**src/rtl/xain_pkg.sv**
```systemverilog
// Shared types and constants for the OSD character RAM and its write-port arbiters.
package xain_pkg;

  typedef enum logic {
    ARB_IDLE   = 1'b0,
    ARB_LOCKED = 1'b1
  } arb_state_t;

  localparam int OSD_RAM_ADDR_W = 11;
  localparam int OSD_RAM_DATA_W = 8;

  // Round-robin pointer advance that also handles non-power-of-two requester counts.
  function automatic int wrap_inc(input int idx, input int modulus);
    return (idx + 1 >= modulus) ? 0 : idx + 1;
  endfunction

endpackage

```
**src/rtl/rr_priority_picker.sv**
```systemverilog
// Combinational round-robin picker: first set request at or after start_i, scanning upward with wrap.
module rr_priority_picker #(
  parameter int N = 3
) (
  input  logic [N-1:0]         req_i,
  input  logic [$clog2(N)-1:0] start_i,
  output logic [N-1:0]         gnt_o,
  output logic [$clog2(N)-1:0] gnt_idx_o,
  output logic                 any_o
);

  localparam int IDX_W = $clog2(N);

  logic [IDX_W:0] pos;
  logic           found;

  always_comb begin
    gnt_o     = '0;
    gnt_idx_o = '0;
    found     = 1'b0;
    pos       = '0;
    for (int i = 0; i < N; i++) begin
      pos = {1'b0, start_i} + (IDX_W + 1)'(i);
      if (pos >= (IDX_W + 1)'(N)) pos = pos - (IDX_W + 1)'(N);
      if (!found && req_i[pos[IDX_W-1:0]]) begin
        found                   = 1'b1;
        gnt_idx_o               = pos[IDX_W-1:0];
        gnt_o[pos[IDX_W-1:0]]   = 1'b1;
      end
    end
    any_o = found;
  end

endmodule

```
**src/rtl/osd_ram_write_arbiter.sv**
```systemverilog
// Round-robin arbiter with burst locking for the single write port of the OSD character RAM.
module osd_ram_write_arbiter
  import xain_pkg::*;
#(
  parameter int NUM_REQ    = 3,
  parameter int ADDR_WIDTH = OSD_RAM_ADDR_W,
  parameter int DATA_WIDTH = OSD_RAM_DATA_W,
  parameter bit BLANK_ONLY = 1'b0,
  parameter int MAX_BURST  = 64
) (
  input  logic                          clk,
  input  logic                          reset,
  input  logic [NUM_REQ-1:0]            req_valid,
  input  logic [NUM_REQ-1:0]            req_lock,
  input  logic [NUM_REQ*ADDR_WIDTH-1:0] req_addr,
  input  logic [NUM_REQ*DATA_WIDTH-1:0] req_data,
  output logic [NUM_REQ-1:0]            req_ready,
  input  logic                          vblank,
  output logic                          wr_en,
  output logic [ADDR_WIDTH-1:0]         wr_addr,
  output logic [DATA_WIDTH-1:0]         wr_data,
  output logic [$clog2(NUM_REQ)-1:0]    owner_id,
  output logic                          locked,
  output logic                          lock_timeout
);

  localparam int IDX_W = $clog2(NUM_REQ);

  arb_state_t      state_q, state_d;
  logic [IDX_W-1:0] rr_ptr_q, rr_ptr_d;
  logic [IDX_W-1:0] owner_q, owner_d;
  logic [7:0]       burst_cnt_q, burst_cnt_d;
  logic [7:0]       cnt_inc;
  logic             timeout_q, timeout_d;
  logic             wr_en_q;
  logic [ADDR_WIDTH-1:0] wr_addr_q;
  logic [DATA_WIDTH-1:0] wr_data_q;

  logic             permit;
  logic             accept;
  logic [IDX_W-1:0] sel_idx;
  logic [NUM_REQ-1:0] pick_gnt;
  logic [IDX_W-1:0]   pick_idx;
  logic               pick_any;

  assign permit = BLANK_ONLY ? vblank : 1'b1;

  rr_priority_picker #(.N(NUM_REQ)) u_picker (
    .req_i     (req_valid),
    .start_i   (rr_ptr_q),
    .gnt_o     (pick_gnt),
    .gnt_idx_o (pick_idx),
    .any_o     (pick_any)
  );

  always_comb begin
    state_d     = state_q;
    rr_ptr_d    = rr_ptr_q;
    owner_d     = owner_q;
    burst_cnt_d = burst_cnt_q;
    timeout_d   = 1'b0;
    req_ready   = '0;
    accept      = 1'b0;
    sel_idx     = owner_q;
    cnt_inc     = burst_cnt_q + 8'd1;
    unique case (state_q)
      ARB_IDLE: begin
        if (permit && pick_any) begin
          req_ready = pick_gnt;
          accept    = 1'b1;
          sel_idx   = pick_idx;
          owner_d   = pick_idx;
          rr_ptr_d  = IDX_W'(wrap_inc(int'(pick_idx), NUM_REQ));
          if (req_lock[pick_idx]) begin
            state_d     = ARB_LOCKED;
            burst_cnt_d = 8'd1;
          end
        end
      end
      ARB_LOCKED: begin
        // rr_ptr already points past the owner, so a release hands the next grant to the others.
        if (permit && req_valid[owner_q]) begin
          req_ready[owner_q] = 1'b1;
          accept             = 1'b1;
          burst_cnt_d        = cnt_inc;
          if (cnt_inc == 8'(MAX_BURST)) begin
            state_d     = ARB_IDLE;
            burst_cnt_d = '0;
            timeout_d   = 1'b1;
          end else if (!req_lock[owner_q]) begin
            state_d     = ARB_IDLE;
            burst_cnt_d = '0;
          end
        end else if (!req_valid[owner_q] && !req_lock[owner_q]) begin
          state_d     = ARB_IDLE;
          burst_cnt_d = '0;
        end
      end
      default: state_d = ARB_IDLE;
    endcase
    // A beat presented during reset is never accepted.
    if (reset) begin
      req_ready = '0;
      accept    = 1'b0;
    end
  end

  always_ff @(posedge clk) begin
    if (reset) begin
      state_q     <= ARB_IDLE;
      rr_ptr_q    <= '0;
      owner_q     <= '0;
      burst_cnt_q <= '0;
      timeout_q   <= 1'b0;
      wr_en_q     <= 1'b0;
      wr_addr_q   <= '0;
      wr_data_q   <= '0;
    end else begin
      state_q     <= state_d;
      rr_ptr_q    <= rr_ptr_d;
      owner_q     <= owner_d;
      burst_cnt_q <= burst_cnt_d;
      timeout_q   <= timeout_d;
      wr_en_q     <= accept;
      if (accept) begin
        wr_addr_q <= req_addr[sel_idx*ADDR_WIDTH +: ADDR_WIDTH];
        wr_data_q <= req_data[sel_idx*DATA_WIDTH +: DATA_WIDTH];
      end
    end
  end

  assign wr_en        = wr_en_q;
  assign wr_addr      = wr_addr_q;
  assign wr_data      = wr_data_q;
  assign owner_id     = owner_q;
  assign locked       = (state_q == ARB_LOCKED);
  assign lock_timeout = timeout_q;

endmodule
```
**config.mk**
```make
export PLATFORM = sky130hd
export DESIGN_NAME = osd_ram_write_arbiter
export DESIGN_NICKNAME = d
export VERILOG_FILES = /design/src/rtl/xain_pkg.sv /design/src/rtl/rr_priority_picker.sv /design/src/rtl/osd_ram_write_arbiter.sv
export SDC_FILE = /design/constraint.sdc
export NUM_CORES = 1
export LEC_CHECK = 0
export CORE_AREA = 2 2 75 77
export DETAILED_ROUTE_END_ITERATION = 16
export DIE_AREA = 0 0 77 79
export HOLD_SLACK_MARGIN = 0.03
export PLACE_DENSITY = 0.91
export SYNTH_ARGS = -nofsm -noshare
export SYNTH_HDL_FRONTEND = slang
export SYNTH_HIERARCHICAL = 1
export SYNTH_SLANG_ARGS = --single-unit
```
**constraint.sdc**
```tcl
create_clock -name clk -period 5.3 [get_ports clk]
set_input_delay 1.06 -clock clk [delete_from_list [all_inputs] [get_ports clk]]
set_output_delay 1.06 -clock clk [all_outputs]
set_load 0.1 [all_outputs]
```
==> results_dict.tcl, run 1 <==
set metrics [dict create \
    cts_buffers 5 \
    required_ns 4.24 \
    ir_drop_mv 0.336 \
    synth-edff-count 0 \
    cts_resized 0 \
    setup_slack_ns 0.931 \
    vias_per_cell 5.64 \
    seq_area_um2 681 \
    worstSetupEndpointType "output pin" \
    track_usage 0.208 \
    grt_max_degree 40 \
    dpl.hpwl_um 4500 \
    synth_cell_types 49 \
    dr_total_vias 2491 \
    die-width_um 77 \
    io_buffers 91 \
    grt_pass1_vias 2395 \
    status "complete, no violations" \
    startpoint_type "input port" \
    setup_viol 0 \
    num_io_pins 93 \
    start_util 0.462 \
    multi_input_area_mm2 0.00161 \
    place_ws_ns 0.960 \
    async_flop_share 0 \
    critical_path_class "in2out" \
    synth_nets 362 \
    leakagePower_nw 1.23 \
    synthToLayoutAreaGrowth_pct 38.7 \
    slew_violations 0 \
    n_fill_cell 484 \
    skew_ns 0.0113 \
    synthCells 291 \
    cp_slowest_cell "clkdlybuf4s50_1" \
    synth-seq-cells 34 \
    die_y_um 79 \
    hold_buffers 0 \
    die_area_mm2 0.00608 \
    worstMarginPinSlew_ns 0.996 \
    clock-sinks 34 \
    layout-drive-gt1-share 0.122 \
    cts_setup_buffers 0 \
    wire_per_inst_um 14.2 \
    root_buffer "clkbuf_8" \
    syn_area_per_cell_um2 8.48 \
    wl_um 6270 \
    min_path_type "reg2reg" \
    seq_area_frac_synth 0.276 \
    clk_pin_slew_ns 0.06 \
    hold_violations 0 \
    num_antenna_cells 0 \
    core-area_mm2 0.00534 \
    antenna_found_initial 0 \
    post-route-drc-count 0 \
    worst-path-buf-inv 2 \
    cts_buffer_depth 2 \
    fmax_ghz 0.229 \
    grt_pass1_wl_um 10400 \
    yosys_most_used_dff "dfxtp_1" \
    syn_area_mm2 0.00247 \
    cp_slowest_stage_delay_ns 0.64 \
    power_density_mw_per_mm2 613 \
    firstDrtPassIters 4 \
    yosysWarnings 6 \
    grt_overflow 0 \
    dr.first_iter.drc_count 102 \
    slew_headroom 0.334 \
    rsz0062_at_grt "false" \
    cp_cell_sequence "clkdlybuf4s50_1 -> mux2i_4 -> o21ai_2 -> or3_1 -> nor2b_2 -> nand2_1 -> a21oi_1 -> buf_4" \
    htreeDepth 2 \
    clock_latency_ns 0.29 \
    ant_nets 0 \
    cp_data_arrival_time_ns 3.31 \
    crit_family "buffers and inverters" \
    nNetsFinal 440 \
    rows 27 \
    setup_tns_ns 0 \
    period_share 0.824 \
    layout_min_cycle_time_ns 4.37 \
    maxCapViolCount 0 \
    worstPathMaxFanout 8 \
    place_congestion 0.949 \
    tritoncts "yes" \
]
-- state kept, by name, summed over array words and instances, names as in the netlist --
name,count
burst_cnt_q,8
lock_timeout,1
locked,1
owner_id,2
rr_ptr_q,2
wr_addr,11
wr_data,8
wr_en,1
-- per-layer routing --
metal	part of all wire	track usage
met1	0.42	0.226
met2	0.50	0.387
met3	0.072	0.0682
met4	0.0078	0.0554
met5	0	0
-- cells by family (layout without fill, tap and decap cells) --
family | after synthesis | count (layout) | synth area share
AOI/OAI and AO/OA | 87 | 87 | 0.232
DFF | 34 | 34 | 0.276
muxes | 27 | 27 | 0.144
buffers and inverters | 30 | 109 | 0.0735
and+or+nand+nor | 108 | 108 | 0.249
adders and majority gates | 5 | 5 | 0.0253
-- worst paths after layout --
check,start,endpoint,slack [ns],cells after the start
worst max-delay path,req_valid[1],req_ready[2],0.93,8
worst min-delay path,rr_ptr_q[1],rr_ptr_q[1],0.49,2
worst max register to register,rr_ptr_q[1],wr_addr[0],1.98,11
worst min register to register,rr_ptr_q[1],rr_ptr_q[1],0.49,2
-- cell usage after synthesis, types with 6 or more instances --
library cell / count / share of area
a21oi_1: 37 / 0.075
nand2_1: 37 / 0.056
dfxtp_1: 34 / 0.28
nand3b_1: 27 / 0.082
a311oi_1: 22 / 0.078
o21ai_0: 12 / 0.024
mux2_4: 10 / 0.061
mux2_2: 9 / 0.041
nor2_1: 9 / 0.014
buf_2: 8 / 0.016
clkbuf_1: 6 / 0.0091
inv_1: 6 / 0.0091
mux2i_1: 6 / 0.024
nor3_1: 6 / 0.012
-- tightest hold or removal path: stages, from the launching register on --
cell	delay, ns
dfxtp_1	0.33
nand2_1	0.06
a21oi_1	0.05
-- cells in the final DEF, fill, tap and decap left out, drive strengths merged, types with 2 or more instances in the layout --
master	n
or3	2
dfxtp	34
ha	5
nand3	5
buf	6
or2	4
and3	3
nor4b	2
o2111ai	2
clkdlybuf4s50	88
and2	2
mux2i	8
nand2b	2
a21oi	37
nor2	9
nand2	37
a311oi	22
o21a	3
o211ai	2
o21ai	15
nand3b	27
mux2	19
clkbuf	7
inv	7
nor3	7
-- area by class of cell --
cell class,count,share of cell area
clock buffers,7,0.0252
clock inverters,1,0.00146
inverters,7,0.00767
multi-input cells,227,0.470
flip-flops and latches,34,0.199
well taps,72,0.0263
repair buffers,94,0.270
-- stage by stage --
step           utilization  cell area (um^2)  hold slack (ns)  std cells  total power [mW]
2_1_floorplan            -              2470            0.465        291              1.65
3_3_place_gp         0.624              3330            0.480        434              1.88
3_5_place_dp         0.624              3330            0.488        434              1.91
4_1_cts              0.642              3420            0.497        442              2.11
5_1_grt              0.642              3420            0.528        442              2.21
6_report             0.642              3420            0.492        442              2.10
-- power breakdown --
group	switching (mW)	internal, mW	leakage (nW)	total, mW
Clock	0.0973	0.105	0.0482	0.202
Combinational	1.02	0.479	0.906	1.50
Sequential	0.0612	0.337	0.280	0.399
Total	1.18	0.922	1.23	2.10
No activity file was read; power rests on OpenSTA's default activity.
==> run 2, diff against run 1 <==
--- a/config.mk
+++ b/config.mk
@@ -5,11 +5,11 @@
 export SDC_FILE = /design/constraint.sdc
 export NUM_CORES = 1
 export LEC_CHECK = 0
-export CORE_AREA = 2 2 75 77
+export CORE_AREA = 2 2 82 84
 export DETAILED_ROUTE_END_ITERATION = 16
-export DIE_AREA = 0 0 77 79
+export DIE_AREA = 0 0 84 86
 export HOLD_SLACK_MARGIN = 0.03
-export PLACE_DENSITY = 0.91
+export PLACE_DENSITY = 0.82
 export SYNTH_ARGS = -nofsm -noshare
 export SYNTH_HDL_FRONTEND = slang
 export SYNTH_HIERARCHICAL = 1
==> constraint.sdc (replaced) <==
create_clock -name clk -period 3.54 [get_ports clk]
set_input_delay 0.708 -clock clk [delete_from_list [all_inputs] [get_ports clk]]
set_output_delay 0.708 -clock clk [all_outputs]
set_load 0.1 [all_outputs]
==> results_dict.tcl, run 2 (synthesis results as in run 1) <==
set metrics [dict create \
    worst_hold_startpoint "rr_ptr_q[1]" \
    layout-drive-gt1-share 0.149 \
    cts_buffer_depth 2 \
    leakagePower_nw 1.30 \
    slew_headroom 0.334 \
    r2r_end "wr_addr[1]" \
    dr.first_iter.drc_count 83 \
    die_y_um 86 \
    regToRegSetupSlack_ns 0.56 \
    power_density_mw_per_mm2 927 \
    n_fill_cell 574 \
    hold_buffers 0 \
    setup_viol 0 \
    worstSetupEndpointType "output pin" \
    final_area_mm2 0.00356 \
    vias_per_cell 5.57 \
    largest_reg_flops 11 \
    core-area_mm2 0.00628 \
    final_common_cell "clkdlybuf4s50_1" \
    grt_max_degree 40 \
    tritoncts "yes" \
    clock-sinks 34 \
    ant_nets 0 \
    maxCapViolCount 0 \
    htreeDepth 2 \
    wire_per_inst_um 14.3 \
    worstPathMaxFanout 7 \
    num_io_pins 93 \
    hold_violations 0 \
    skew_ns 0.00411 \
    critical_path_class "in2out" \
    postLayoutCoreUtil 0.567 \
    start_util 0.393 \
    place_congestion 0.820 \
    layout_min_cycle_time_ns 3.40 \
    synthToLayoutAreaGrowth_pct 44.2 \
    rsz0062_at_grt "false" \
    slew_violations 0 \
    period_share 0.961 \
    ir_drop_mv 0.519 \
    grt_pass1_vias 2342 \
    io_buffers 91 \
    whs_ns 0.495 \
    hold_end "rr_ptr_q[1]" \
    required_ns 2.83 \
    min_path_type "reg2reg" \
    root_buffer "clkbuf_8" \
    cp_data_arrival_time_ns 2.70 \
    place_area_mm2 0.00344 \
    cts_buffers 5 \
    rr_startpoint "rr_ptr_q[1]" \
    grt_overflow 0 \
    cts_setup_buffers 0 \
    dr_total_vias 2518 \
    worstHoldPathCells 2 \
    rows 29 \
    num_antenna_cells 0 \
    wl_um 6460 \
    track_usage 0.177 \
    nNetsFinal 445 \
    startpoint_type "input port" \
    fmax_ghz 0.294 \
    post-route-drc-count 0 \
    antenna_found_initial 0 \
    setup_tns_ns 0 \
    status "complete, no violations" \
    die-width_um 84 \
    firstDrtPassIters 4 \
    dpl.hpwl_um 4800 \
    worstMarginPinSlew_ns 0.996 \
    grt_pass1_wl_um 10600 \
    die_area_mm2 0.00722 \
    final_cell_mix "clkdlybuf4s50_1 (86), nand2_1 (37), a21oi_1 (35)" \
    cts_resized 0 \
    clock_latency_ns 0.28 \
    clk_pin_slew_ns 0.07 \
    ff2ff_path_depth 11 \
]
-- run 2: routing by layer --
layer | wire (um) | GRT usage | vias up
li1 | - | - | 1253
met1 | 2820 | 0.204 | 1177
met2 | 3160 | 0.314 | 83
met3 | 421 | 0.0510 | 5
met4 | 63 | 0.0587 | 0
met5 | 0 | 0 | -
-- run 2: report_power, final --
| group | switching (mW) | total [mW] | internal, mW |
|---|---|---|---|
| registers | 0.0960 | 0.601 | 0.505 |
| clock network | 0.139 | 0.335 | 0.196 |
| logic | 1.55 | 2.36 | 0.813 |
| total | 1.79 | 3.30 | 1.51 |
-- run 2: worst max-delay path by stage --
| stage | start | endpoint | slack, ns | cells past startpoint |
|---|---|---|---|---|
| 2_1_floorplan | owner_id[0] | req_ready[1] | 0.25 | 6 |
| 3_3_place_gp | req_valid[1] | wr_addr[6] | 0.13 | 10 |
| 3_5_place_dp | req_valid[1] | wr_addr[5] | 0.06 | 10 |
| 4_1_cts | req_valid[1] | req_ready[2] | 0.08 | 8 |
| 5_1_grt | req_valid[1] | req_ready[2] | 0.03 | 8 |
| 6_report | req_valid[1] | req_ready[0] | 0.14 | 8 |
-- run 2: cell type report --
cell class	count	area [um^2]	area share
multi-input combinational	227	1630	0.457
timing repair buffer	99	1020	0.287
sequential	34	681	0.191
clock buffer	8	110	0.0309
tap	77	96.3	0.0271
inverter	7	26.3	0.00738
-- run 2: metrics by stage --
| step | setup slack (ns) | cells | power [mW] |
|---|---|---|---|
| CTS | 0.0774 | 452 | 3.32 |
| global route | 0.0320 | 452 | 3.49 |
| global placement | 0.129 | 444 | 2.94 |
| floorplan | 0.248 | 291 | 2.48 |
| detailed placement | 0.0598 | 444 | 2.97 |
| finish | 0.137 | 452 | 3.30 |
-- run 2: critical path, stage by stage --
cell and delay (ns):
clkdlybuf4s50_1 0.56, mux2i_4 0.25, o21ai_2 0.12, or3_1 0.43, nor2b_4 0.18, a21oi_1 0.21
nor2_2 0.07, buf_12 0.18
